<file path="src/rtl/input_stream_feeder.sv">
// input_stream_feeder: buffers host words in a FIFO and, once a whole frame is
// present, emits it as a gap-free index/value/enable burst for the first layer.
module input_stream_feeder #(
  parameter int DATA_WIDTH   = 32,
  parameter int INPUT_AMOUNT = 4,
  parameter int FIFO_DEPTH   = 8
) (
  input  logic                  clk,
  input  logic                  rst_n,
  input  logic [DATA_WIDTH-1:0] in_data,
  input  logic                  in_valid,
  output logic                  in_ready,
  input  logic                  clear,
  output logic [DATA_WIDTH-1:0] output_index,
  output logic [DATA_WIDTH-1:0] output_value,
  output logic                  output_enable,
  output logic [DATA_WIDTH-1:0] frames_sent
);

  localparam int PTR_W = $clog2(FIFO_DEPTH);
  localparam int CNT_W = $clog2(FIFO_DEPTH + 1);
  localparam logic [CNT_W-1:0]      FULL_CNT  = CNT_W'(FIFO_DEPTH);
  localparam logic [CNT_W-1:0]      FRAME_CNT = CNT_W'(INPUT_AMOUNT);
  localparam logic [DATA_WIDTH-1:0] LAST_IDX  = DATA_WIDTH'(INPUT_AMOUNT - 1);

  typedef enum logic {
    S_IDLE   = 1'b0,
    S_STREAM = 1'b1
  } state_t;

  state_t                r_state;
  state_t                w_state_nxt;

  logic [DATA_WIDTH-1:0] r_mem [FIFO_DEPTH];
  logic [PTR_W-1:0]      r_wr_ptr;
  logic [PTR_W-1:0]      r_rd_ptr;
  logic [CNT_W-1:0]      r_count;
  logic [CNT_W-1:0]      w_count_nxt;

  logic [DATA_WIDTH-1:0] r_index;
  logic [DATA_WIDTH-1:0] r_value;
  logic                  r_enable;
  logic [DATA_WIDTH-1:0] r_frames;

  logic [DATA_WIDTH-1:0] w_index_nxt;
  logic [DATA_WIDTH-1:0] w_value_nxt;
  logic                  w_enable_nxt;
  logic [DATA_WIDTH-1:0] w_frames_nxt;

  logic                  w_push;
  logic                  w_pop;
  logic                  w_last;
  logic                  w_start;
  logic                  w_mid;
  logic                  w_frame_done;
  logic [DATA_WIDTH-1:0] w_head;

  // Ready comes from the registered count only, so a pop never frees a slot early.
  assign in_ready = (r_count < FULL_CNT);
  assign w_push   = in_valid & in_ready;
  assign w_head   = r_mem[r_rd_ptr];

  assign output_index  = r_index;
  assign output_value  = r_value;
  assign output_enable = r_enable;
  assign frames_sent   = r_frames;

  always_comb begin
    w_last       = (r_index == LAST_IDX);
    w_start      = ((r_state == S_IDLE) || w_last) && (r_count >= FRAME_CNT);
    w_mid        = (r_state == S_STREAM) && (r_index < LAST_IDX);
    w_frame_done = (r_state == S_STREAM) && w_last;
    w_pop        = w_start | w_mid;

    w_state_nxt  = S_IDLE;
    w_index_nxt  = '0;
    w_value_nxt  = r_value;
    w_enable_nxt = 1'b0;

    if (w_start) begin
      w_state_nxt  = S_STREAM;
      w_index_nxt  = '0;
      w_value_nxt  = w_head;
      w_enable_nxt = 1'b1;
    end else if (w_mid) begin
      // The whole frame was counted before index 0, so the head is always valid here.
      w_state_nxt  = S_STREAM;
      w_index_nxt  = r_index + DATA_WIDTH'(1);
      w_value_nxt  = w_head;
      w_enable_nxt = 1'b1;
    end

    w_frames_nxt = w_frame_done ? (r_frames + DATA_WIDTH'(1)) : r_frames;

    case ({w_push, w_pop})
      2'b10:   w_count_nxt = r_count + CNT_W'(1);
      2'b01:   w_count_nxt = r_count - CNT_W'(1);
      default: w_count_nxt = r_count;
    endcase
  end

  always_ff @(posedge clk or negedge rst_n) begin
    if (!rst_n) begin
      r_state  <= S_IDLE;
      r_wr_ptr <= '0;
      r_rd_ptr <= '0;
      r_count  <= '0;
      r_index  <= '0;
      r_value  <= '0;
      r_enable <= 1'b0;
      r_frames <= '0;
    end else if (clear) begin
      // Flush drops any same-cycle push and does not count an aborted frame.
      r_state  <= S_IDLE;
      r_wr_ptr <= '0;
      r_rd_ptr <= '0;
      r_count  <= '0;
      r_index  <= '0;
      r_enable <= 1'b0;
    end else begin
      r_state  <= w_state_nxt;
      r_count  <= w_count_nxt;
      r_index  <= w_index_nxt;
      r_value  <= w_value_nxt;
      r_enable <= w_enable_nxt;
      r_frames <= w_frames_nxt;
      if (w_push) begin
        r_wr_ptr <= r_wr_ptr + PTR_W'(1);
      end
      if (w_pop) begin
        r_rd_ptr <= r_rd_ptr + PTR_W'(1);
      end
    end
  end

  always_ff @(posedge clk) begin
    if (w_push && !clear) begin
      r_mem[r_wr_ptr] <= in_data;
    end
  end

endmodule

</file>
<file path="config.mk">
export PLATFORM = sky130hd
export DESIGN_NAME = input_stream_feeder
export DESIGN_NICKNAME = d
export VERILOG_FILES = /design/src/rtl/input_stream_feeder.sv
export SDC_FILE = /design/constraint.sdc
export NUM_CORES = 1
export LEC_CHECK = 0
export CORE_MARGIN = 3
export CORE_UTILIZATION = 51
export CTS_CLUSTER_SIZE = 14
export DETAILED_ROUTE_END_ITERATION = 16
export PLACE_DENSITY = 0.83
export SYNTH_ARGS = -nofsm -noshare
export SYNTH_HDL_FRONTEND = slang
export SYNTH_SLANG_ARGS = --single-unit
</file>
<file path="constraint.sdc">
create_clock -name clk -period 4.6 [get_ports clk]
set_clock_uncertainty 0.15 [all_clocks]
set_input_delay 0.92 -clock clk [delete_from_list [all_inputs] [get_ports clk]]
set_output_delay 0.92 -clock clk [all_outputs]
set_load 0.1 [all_outputs]
</file>
Word-level counts from Yosys, hierarchy flattened
Memory sizes are Yosys's and may differ from the RTL's.
Cells that the tools add are included.
{"block": "word_totals", "regBits": 107, "mem_bits_rw": 256, "input_bits": 36, "out_inout_bits": 98, "wordCells": 52, "n_memories": 1}
{"block": "classes", "add_sub_neg": 6, "order_cmp": 3, "n_eq_ne": 3, "muxes": 16, "bitwise_logic": 4, "n_reduce_logical": 12}
{"memory": "r_mem", "words": 8, "word_bits": 32, "rd": 1, "rd_ports_with_merged_regs": 0, "wr": 1, "line_no": "34", "source": "logic [DATA_WIDTH-1:0] r_mem [FIFO_DEPTH];"}
{"cell": "32-bit 2-to-1 mux", "count": 5}
{"cell": "32-bit by 1-bit adder with 32-bit output, second input constant", "count": 2}
{"cell": "32-bit by 2-bit equality test with 1-bit output, second input constant", "count": 1}
{"cell": "32-bit by 2-bit less-than comparator with 1-bit output, second input constant", "count": 1}
{"cell": "3-bit 2-to-1 mux", "count": 4}
{"cell": "4-bit case mux with 2 select lines", "count": 1}
{"cell": "3-bit by 1-bit adder with 3-bit output, second input constant", "count": 2}
{"cell": "2-bit nonzero test", "count": 3}
{"cell": "1-bit 2-to-1 mux", "count": 5}
{"cell": "4-bit by 1-bit adder with 4-bit output, second input constant", "count": 1}
{"cell": "4-bit by 3-bit >= comparator with 1-bit output, second input constant", "count": 1}
{"cell": "1-bit logical AND", "count": 4}
{"cell": "4-bit less-than comparator, second input constant", "count": 1}
{"cell": "4-bit 2-to-1 mux", "count": 1}
{"cell": "2-bit AND reduction", "count": 2}
{"cell": "4-bit by 1-bit subtractor with 4-bit output, second input constant", "count": 1}
{"cell": "3-bit nonzero test", "count": 1}
{"cell": "2-bit by 1-bit equality test with 1-bit output, second input constant", "count": 1}
{"cell": "2-bit equality test, second input constant", "count": 1}
{"cell": "1-bit NOT", "count": 2}
{"cell": "1-bit AND", "count": 1}
{"cell": "1-bit logical NOT", "count": 1}
{"cell": "1-bit logical OR", "count": 1}
{"cell": "1-bit OR", "count": 1}

Logic depth before layout (Yosys ltp)
{"block": "logic_depth", "ltp_word": 7, "ltp_mapped": 12, "depth_no_buf": 12}

Least setup slack after synthesis
OpenSTA, ideal clock, no wires.
{"block": "synth_timing", "path_kind": "flip-flop to flip-flop", "startpoint": "register r_count[3]", "endpoint": "memory r_mem[0][0] (enable)", "setup_time_ns": 0.461, "t_arrival_ns": 3.910, "t_required_ns": 3.989, "setup_slack_ns": 0.079, "stages_incl_launch_ff": 5, "path_buffers": 0, "period_less_slack_ns": 4.521, "cell_sequence": "dfrtp_1 > inv_1 > nand2_1 > or3_1 > nor3_1"}
{"block": "synth_between", "elab_chain_cells": 5}
{"item": "from (decl)", "line_no": "37", "source": "logic [CNT_W-1:0] r_count;"}
{"item": "from (signal assigned)", "line_no": "122", "source": "r_count <= w_count_nxt;"}
{"item": "4-bit less-than comparator", "line_no": "59", "source": "assign in_ready = (r_count < FULL_CNT);"}
{"item": "via in_ready", "line_no": "12", "source": "output logic in_ready,"}
{"item": "1-bit AND", "line_no": "60", "source": "assign w_push = in_valid & in_ready;"}
{"item": "1-bit logical AND", "line_no": "137", "source": "if (w_push && !clear) begin"}
{"item": "1-bit 2-to-1 mux", "line_no": "137"}
{"item": "1-bit 2-to-1 mux (implied by the code)", "line_no": "138", "source": "r_mem[r_wr_ptr] <= in_data;"}
{"item": "to (decl)", "line_no": "34"}
The timed path passes the listed nets, and every way through them passes these cells.

Worst setup path in the final report
{"block": "layout_timing", "startpoint": "register r_count[3]", "endpoint": "output port in_ready"}
{"block": "layout_between", "elab_chain_cells": 1}
{"item": "4-bit less-than comparator", "line_no": "59"}
{"item": "to (decl)", "line_no": "12"}
Every way passes these cells.

==> flow_metrics.env <==
export IMPL_syn_avg_cell_area_um2=20.1
export IMPL_fin_total_pwr_mw=10.1
export IMPL_timing_rr_end="r_count[3]"
export IMPL_critPathRequiredTime_ns=3.53
export IMPL_cts_tree="done"
export IMPL_antenna_cells=0
export IMPL_die_w_um=172
export IMPL_slew_headroom_pct=32.3
export IMPL_setup_violations_final=0
export IMPL_worst_pin_slew_ns=1.01
export IMPL_postRouteAntennaNets=0
export IMPL_max_freq_mhz=296
export IMPL_hpwl_um=17000
export IMPL_crit_arrival_ns=2.31
export IMPL_rows=60
export IMPL_cts_buffers=37
export IMPL_setup_tns_ns=0
export IMPL_crit_fanout=6
export IMPL_cpMaxStageDelayCell="clkdlybuf4s50_1"
export IMPL_rsz0062_at_grt="no"
export IMPL_netlist_instances=697
export IMPL_wire_per_inst_um=21.7
export IMPL_post_route_period_util_pct=73.4
export IMPL_cts_setup_buffers=0
export IMPL_routed_wl_um=27400
export IMPL_end_kind="output pin"
export IMPL_regToRegStartpoint="output_index[14]"
export IMPL_peakVddDrop_v=0.000539
export IMPL_cts_sinks=363
export IMPL_core_area_mm2=0.0270
export IMPL_io_buffer_count=133
export IMPL_min_period_ns=3.38
export IMPL_grt_usage_pct=19.1
export IMPL_syn_to_final_growth_pct=22.2
export IMPL_fillers=1752
export IMPL_grt_max_degree=51
export IMPL_critPathMaxStageDelay_ns=1.16
export IMPL_ys_flop_type="edfxtp_1"
export IMPL_die_area_mm2=0.0295
export IMPL_clockRootBuffer="clkbuf_16"
export IMPL_die_h_um=172
export IMPL_drtIter0Drc=455
export IMPL_vias_per_cell=5.62
export IMPL_path_cells="inv_1 -> clkdlybuf4s50_1"
export IMPL_io_pins=134
export IMPL_first_pass_iters=5
export IMPL_seq_area_frac_synth_pct=74.0
export IMPL_drive_gt1_share_pct=24.6
export IMPL_min_path_type="in2async"
export IMPL_drc_errors=0
export IMPL_post_cts_resized=0
export IMPL_dp_worst_setup_slack_ns=1.13
export IMPL_p_per_area_mw_per_mm2=589
export IMPL_slew_violations=0
export IMPL_dr_total_vias=7072
export IMPL_synthArstFlopShare_pct=29.5
export IMPL_path_class="reg2out"
export IMPL_hold_viol=0
export IMPL_status="completed"
export IMPL_grt_pass1_wl_um=42800
export IMPL_clock_latency_ns=0.52
export IMPL_grt_pass1_vias=7496
export IMPL_maxCapViolCount=0
export IMPL_clk_transition_reported_paths_ns=0.06
export IMPL_grt_overflow=0
export IMPL_antenna_found_initial=0
export IMPL_ys_ff_latch=363
export IMPL_postCtsHoldBufs=0
export IMPL_rrSetupSlack_ns=1.55
export IMPL_place_congestion=0.762
export IMPL_syn_area_mm2=0.0140
export IMPL_timing_critical_path_buf_inv=2
export IMPL_setup_ws_ns=1.22
export IMPL_yosysWarnings=0
export IMPL_nNetsFinal=932
export IMPL_synth_cell_types=47
export IMPL_synth_edff_count=256
export IMPL_power_leakage_nw=6.10
export IMPL_clk_path_buf_depth=3
export IMPL_worstSetupStartpointType="flop"
export IMPL_start_util_pct=52.0
export IMPL_reg2regPathDepth=11
export IMPL_h_tree_depth=2
export IMPL_crit_family="buffers and inverters"
==> sequential cells by signal, indices dropped and copies added, names as in the netlist <==
name,flops
r_mem,256
frames_sent,32
output_index,32
output_value,32
r_count,4
r_rd_ptr,3
r_wr_ptr,3
output_enable,1
==> per-layer routing <==
metal / vias to the layer above / GRT usage [%] / share of wire (%)
met5: - / 0 / 0
met4: 0 / 6.51 / 2.7
li1: 3111 / - / -
met1: 3621 / 24.7 / 40
met2: 286 / 32.6 / 51
met3: 54 / 3.86 / 6.2
==> power by group <==
part           internal [mW]  switching [mW]
Clock                   1.72            1.19
Combinational           1.17            1.98
Sequential              3.78           0.228
Total                   6.67            3.40
==> cell usage in the layout (no fill, tap or decap), types with 21 or more instances in the layout <==
cell / n
clkdlybuf4s50_1: 132
nand2_1: 21
clkbuf_16: 38
mux4_2: 64
mux2_4: 29
conb_1: 30
dfrtp_1: 104
edfxtp_1: 256
mux2_2: 36
==> cell type report <==
class	count	area (um2)	share of cell area (%)
inverters	6	22.5	0.132
clock buffers	53	1060	6.18
well taps	341	427	2.49
multi-input cells	332	3630	21.2
clock inverters	14	138	0.804
flip-flops and latches	363	10400	60.6
repair buffers	150	1470	8.58
==> cell families (layout without fill, tap and decap cells) <==
family	Yosys count	count (layout)	share of synthesized area, %
xor+xnor	37	37	2.31
flops	363	363	74.0
other cells	1	30	0.0268
fa+ha+maj	6	6	0.536
buf+inv	31	223	1.25
simple gates	109	109	4.45
mux	130	130	16.4
compound gates	20	20	1.04
==> cells in the mapped netlist, drive strengths merged, types with 3 or more instances <==
library cell  number  area [um2]
edfxtp           256        7690
dfrtp            107        2680
mux2              65         841
mux4              64        1440
nor2              27         118
nand2             21        78.8
xnor2             20         175
xor2              17         149
nand3             16        90.1
buf               14         111
clkbuf            11        41.3
nand4             11        75.1
nor3              10        60.1
nor4               8        90.1
and3               6        37.5
ha                 6        75.1
inv                6        22.5
o21ai              5        40.0
and4               4        35.0
a21oi              3        15.0
==> metrics by stage <==
step	util, %	hold WS [ns]	instance area (um2)	cells
3_5_place_dp	59.1	0.329	15900	1192
4_1_cts	63.5	0.291	17100	1259
3_3_place_gp	59.1	0.308	15900	1192
2_1_floorplan	-	0.401	14100	726
6_report	63.5	0.284	17100	1259
5_1_grt	63.5	0.320	17100	1259
==> worst max-delay path by stage <==
| stage | startpoint | cells after the start | slack, ns | end |
|---|---|---|---|---|
| floorplan | r_count[3] | 4 | 0.08 | r_mem[0][0] |
| global route | r_count[3] | 2 | 1.15 | in_ready |
| finish | r_count[3] | 2 | 1.22 | in_ready |
| detailed placement | in_valid | 5 | 1.13 | r_mem[2][9] |
| global placement | clear | 5 | 1.21 | r_mem[2][10] |
| CTS | r_count[3] | 2 | 1.19 | in_ready |
Power figures use the tool's default switching activity.
==> edit: new RTL, config.mk and constraints unchanged <==
The parameter `FIFO_DEPTH` goes from 8 to 16.
--- a/src/rtl/input_stream_feeder.sv
+++ b/src/rtl/input_stream_feeder.sv
@@ -3,7 +3,7 @@
 module input_stream_feeder #(
   parameter int DATA_WIDTH   = 32,
   parameter int INPUT_AMOUNT = 4,
-  parameter int FIFO_DEPTH   = 8
+  parameter int FIFO_DEPTH   = 16
 ) (
   input  logic                  clk,
   input  logic                  rst_n,
Behaviour: no difference found for any inputs over 4 cycles, from zero or initial values and one cycle with rst_n low; that may be too few to reach the edited logic, so the function may still have changed.
==> edit against the original RTL <==
Worst hold slack worse by 0.043 ns; clock power is 66% higher; register-to-register slack worse by 0.26 ns; worst setup slack worse by 0.040 ns; via count is 66% higher; total power is 53% higher; wire length is 94% higher; critical path depth stayed put; sequential cell count is 259 higher; cell area is 64% higher; synthesized area is 70% higher; synthesized cell count is 55% higher; sequential share of layout area is 4.0 points higher; critical endpoint unchanged; largest cell class unchanged; largest power group unchanged.
==> edit: results (changes against the original RTL) <==
Synth
  • Synth unique cells: 48 (was 47)
  • YS warnings: 0 (unchanged)
  • Commonest cells in the synthesized netlist: 512 x edfxtp_1, 160 x mux4_2, 110 x dfrtp_1 (was 256 x edfxtp_1, 107 x dfrtp_1, 64 x mux4_2)
  • Number of synthesized flops with an enable pin: 512 (was 256)
  • Register area share after synthesis: 75.96% (was 74.02%)
  • Async SR Flop Fraction: 17.68% (was 29.48%)
  • Post-Syn Instances: 1,079 (was 697)
  • Top post-synthesis cells by area: edfxtp_1 64%, mux4_2 15%, dfrtp_1 12% (was edfxtp_1 55%, dfrtp_1 19%, mux4_2 10%)

Placed design
  • Port Buffers: 133 (unchanged)
  • Place WS: 0.9155 ns (was 1.129 ns)
  • GPL Wtd Cong: 0.8042 (was 0.7622)
  • Placed Cells: 1,819 (was 1,192)
  • Final HPWL DP: 31,560 µm (was 17,020 µm)

GRT
  • Initial antenna violation count: 2 (was 0)
  • Vias in the first global route: 12,100 (was 7,496)
  • Global-route usage over all layers: 21.72% (was 19.09%)
  • Largest net degree at the start of global routing: 61 (was 51)
  • Global-route wire length before repair: 80,110 µm (was 42,790 µm)

Drt
  • Vias per cell: 6.105 (was 5.617)
  • Routed WL: 53,020 µm (was 27,370 µm)
  • Initial drt markers: 1,439 (was 455)
  • Routed WL per cell: 27.50 µm (was 21.74 µm)
  • DR pass1 iterations: 7 (was 5)

Pwr
  • Static Leak: 0.009199 µW (was 0.006104 µW)
  • Peak supply drop: 0.5098 mV (was 0.5394 mV)
  • NetSw: 4838 µW (was 3400 µW)

Clocking
  • CTS buffer count: 58 (was 37)
  • Resize count post-CTS: 0 (unchanged)
  • H-tree depth: 2 (unchanged)
  • CTS max path bufs: 3 (unchanged)
  • Clock root buffer: clkbuf_16 (unchanged)
  • Post-CTS setup buffers: 0 (unchanged)
  • Worst skew pair latency: 0.63 ns (was 0.52 ns)
  • Clock slew at reported path FFs: 0.06 ns (about the same)

Finish
  • Final-stage net count: 1,324 (was 932)
  • Number of flip-flops in the largest register: 512 (was 256)
  • Antenna diodes: 0 (unchanged)
  • Biggest register: r_mem (unchanged)
  • Fill cells: 2,941 (was 1,752)
  • Layout cells sized above 1: 25.68% (was 24.62%)

Setup path
  • Worst-path fanout max: 7 (was 6)
  • Crit. End Element: output pin (unchanged)

Worst hold path
  • Hold Path Class: in -> async (unchanged)

Outcome
  • Status: finished clean (unchanged)

STA
  • Worst-Margin Slew: 1.118 ns (was 1.012 ns)
-- edit: worst paths after layout --
kind	startpoint	to	slack, ns	depth (start not counted)
max	r_count[4]	in_ready	1.18	2
min	rst_n	output_index[10]	0.24	1
max reg2reg	output_index[3]	r_count[4]	1.29	12
min reg2reg	output_index[0]	output_index[0]	0.34	1
max in group asynchronous	rst_n	output_value[22]	3.29	2
min in group clk	output_index[0]	output_index[0]	0.34	1
-- edit: cell families (layout without fill, tap and decap cells) --
| kind of cell | Yosys count | count (layout) | share of synthesized area (%) |
|---|---|---|---|
| simple gates | 138 | 138 | 3.597 |
| buf+inv | 57 | 277 | 1.316 |
| mux | 194 | 194 | 16.70 |
| fa+ha+maj | 9 | 9 | 0.4719 |
| other cells | 1 | 30 | 0.01571 |
| xor+xnor | 38 | 38 | 1.395 |
| compound gates | 20 | 20 | 0.5401 |
| flops | 622 | 622 | 75.96 |
-- edit: stage by stage --
step | area, µm² | util [%]
3_5_place_dp | 26140 | 57.10
3_3_place_gp | 26140 | 57.10
6_report | 28080 | 61.35
2_1_floorplan | 23970 | -
4_1_cts | 28080 | 61.35
5_1_grt | 28080 | 61.35
-- edit: cell type report --
| cell class | count | area [µm²] | area share [%] |
|---|---|---|---|
| Tap cell | 600 | 750.7 | 2.673 |
| Multi-Input combinational cell | 429 | 5652 | 20.13 |
| Timing Repair Buffer | 156 | 1551 | 5.525 |
| Clock inverter | 31 | 386.6 | 1.377 |
| Sequential cell | 622 | 18140 | 64.59 |
| Inverter | 12 | 46.29 | 0.1649 |
| Clock buffer | 78 | 1556 | 5.543 |
-- edit: critical path, cell delays in order, from the launching register on --
cell and delay [ns]:
dfrtp_1 0.43, inv_1 0.13, clkdlybuf4s50_1 1.18
-- edit: per-layer routing --
metal	routed length [µm]	global-route usage, %	vias to the layer above
li1	-	-	4792
met1	21090	31.37	6096
met2	25210	34.00	776
met3	5570	5.456	103
met4	1115	5.222	4
met5	29	0	-
-- edit: power groups by stage --
stage                     Combinational, µW  Sequential, µW  Clock (µW)
after detailed placement               3930            6730           0
after floorplan                        1820            7780           0
final                                  3980            6620        4840
after CTS                              4010            6630        4910
after global routing                   4150            6660        5120
after global placement                 3850            6720           0
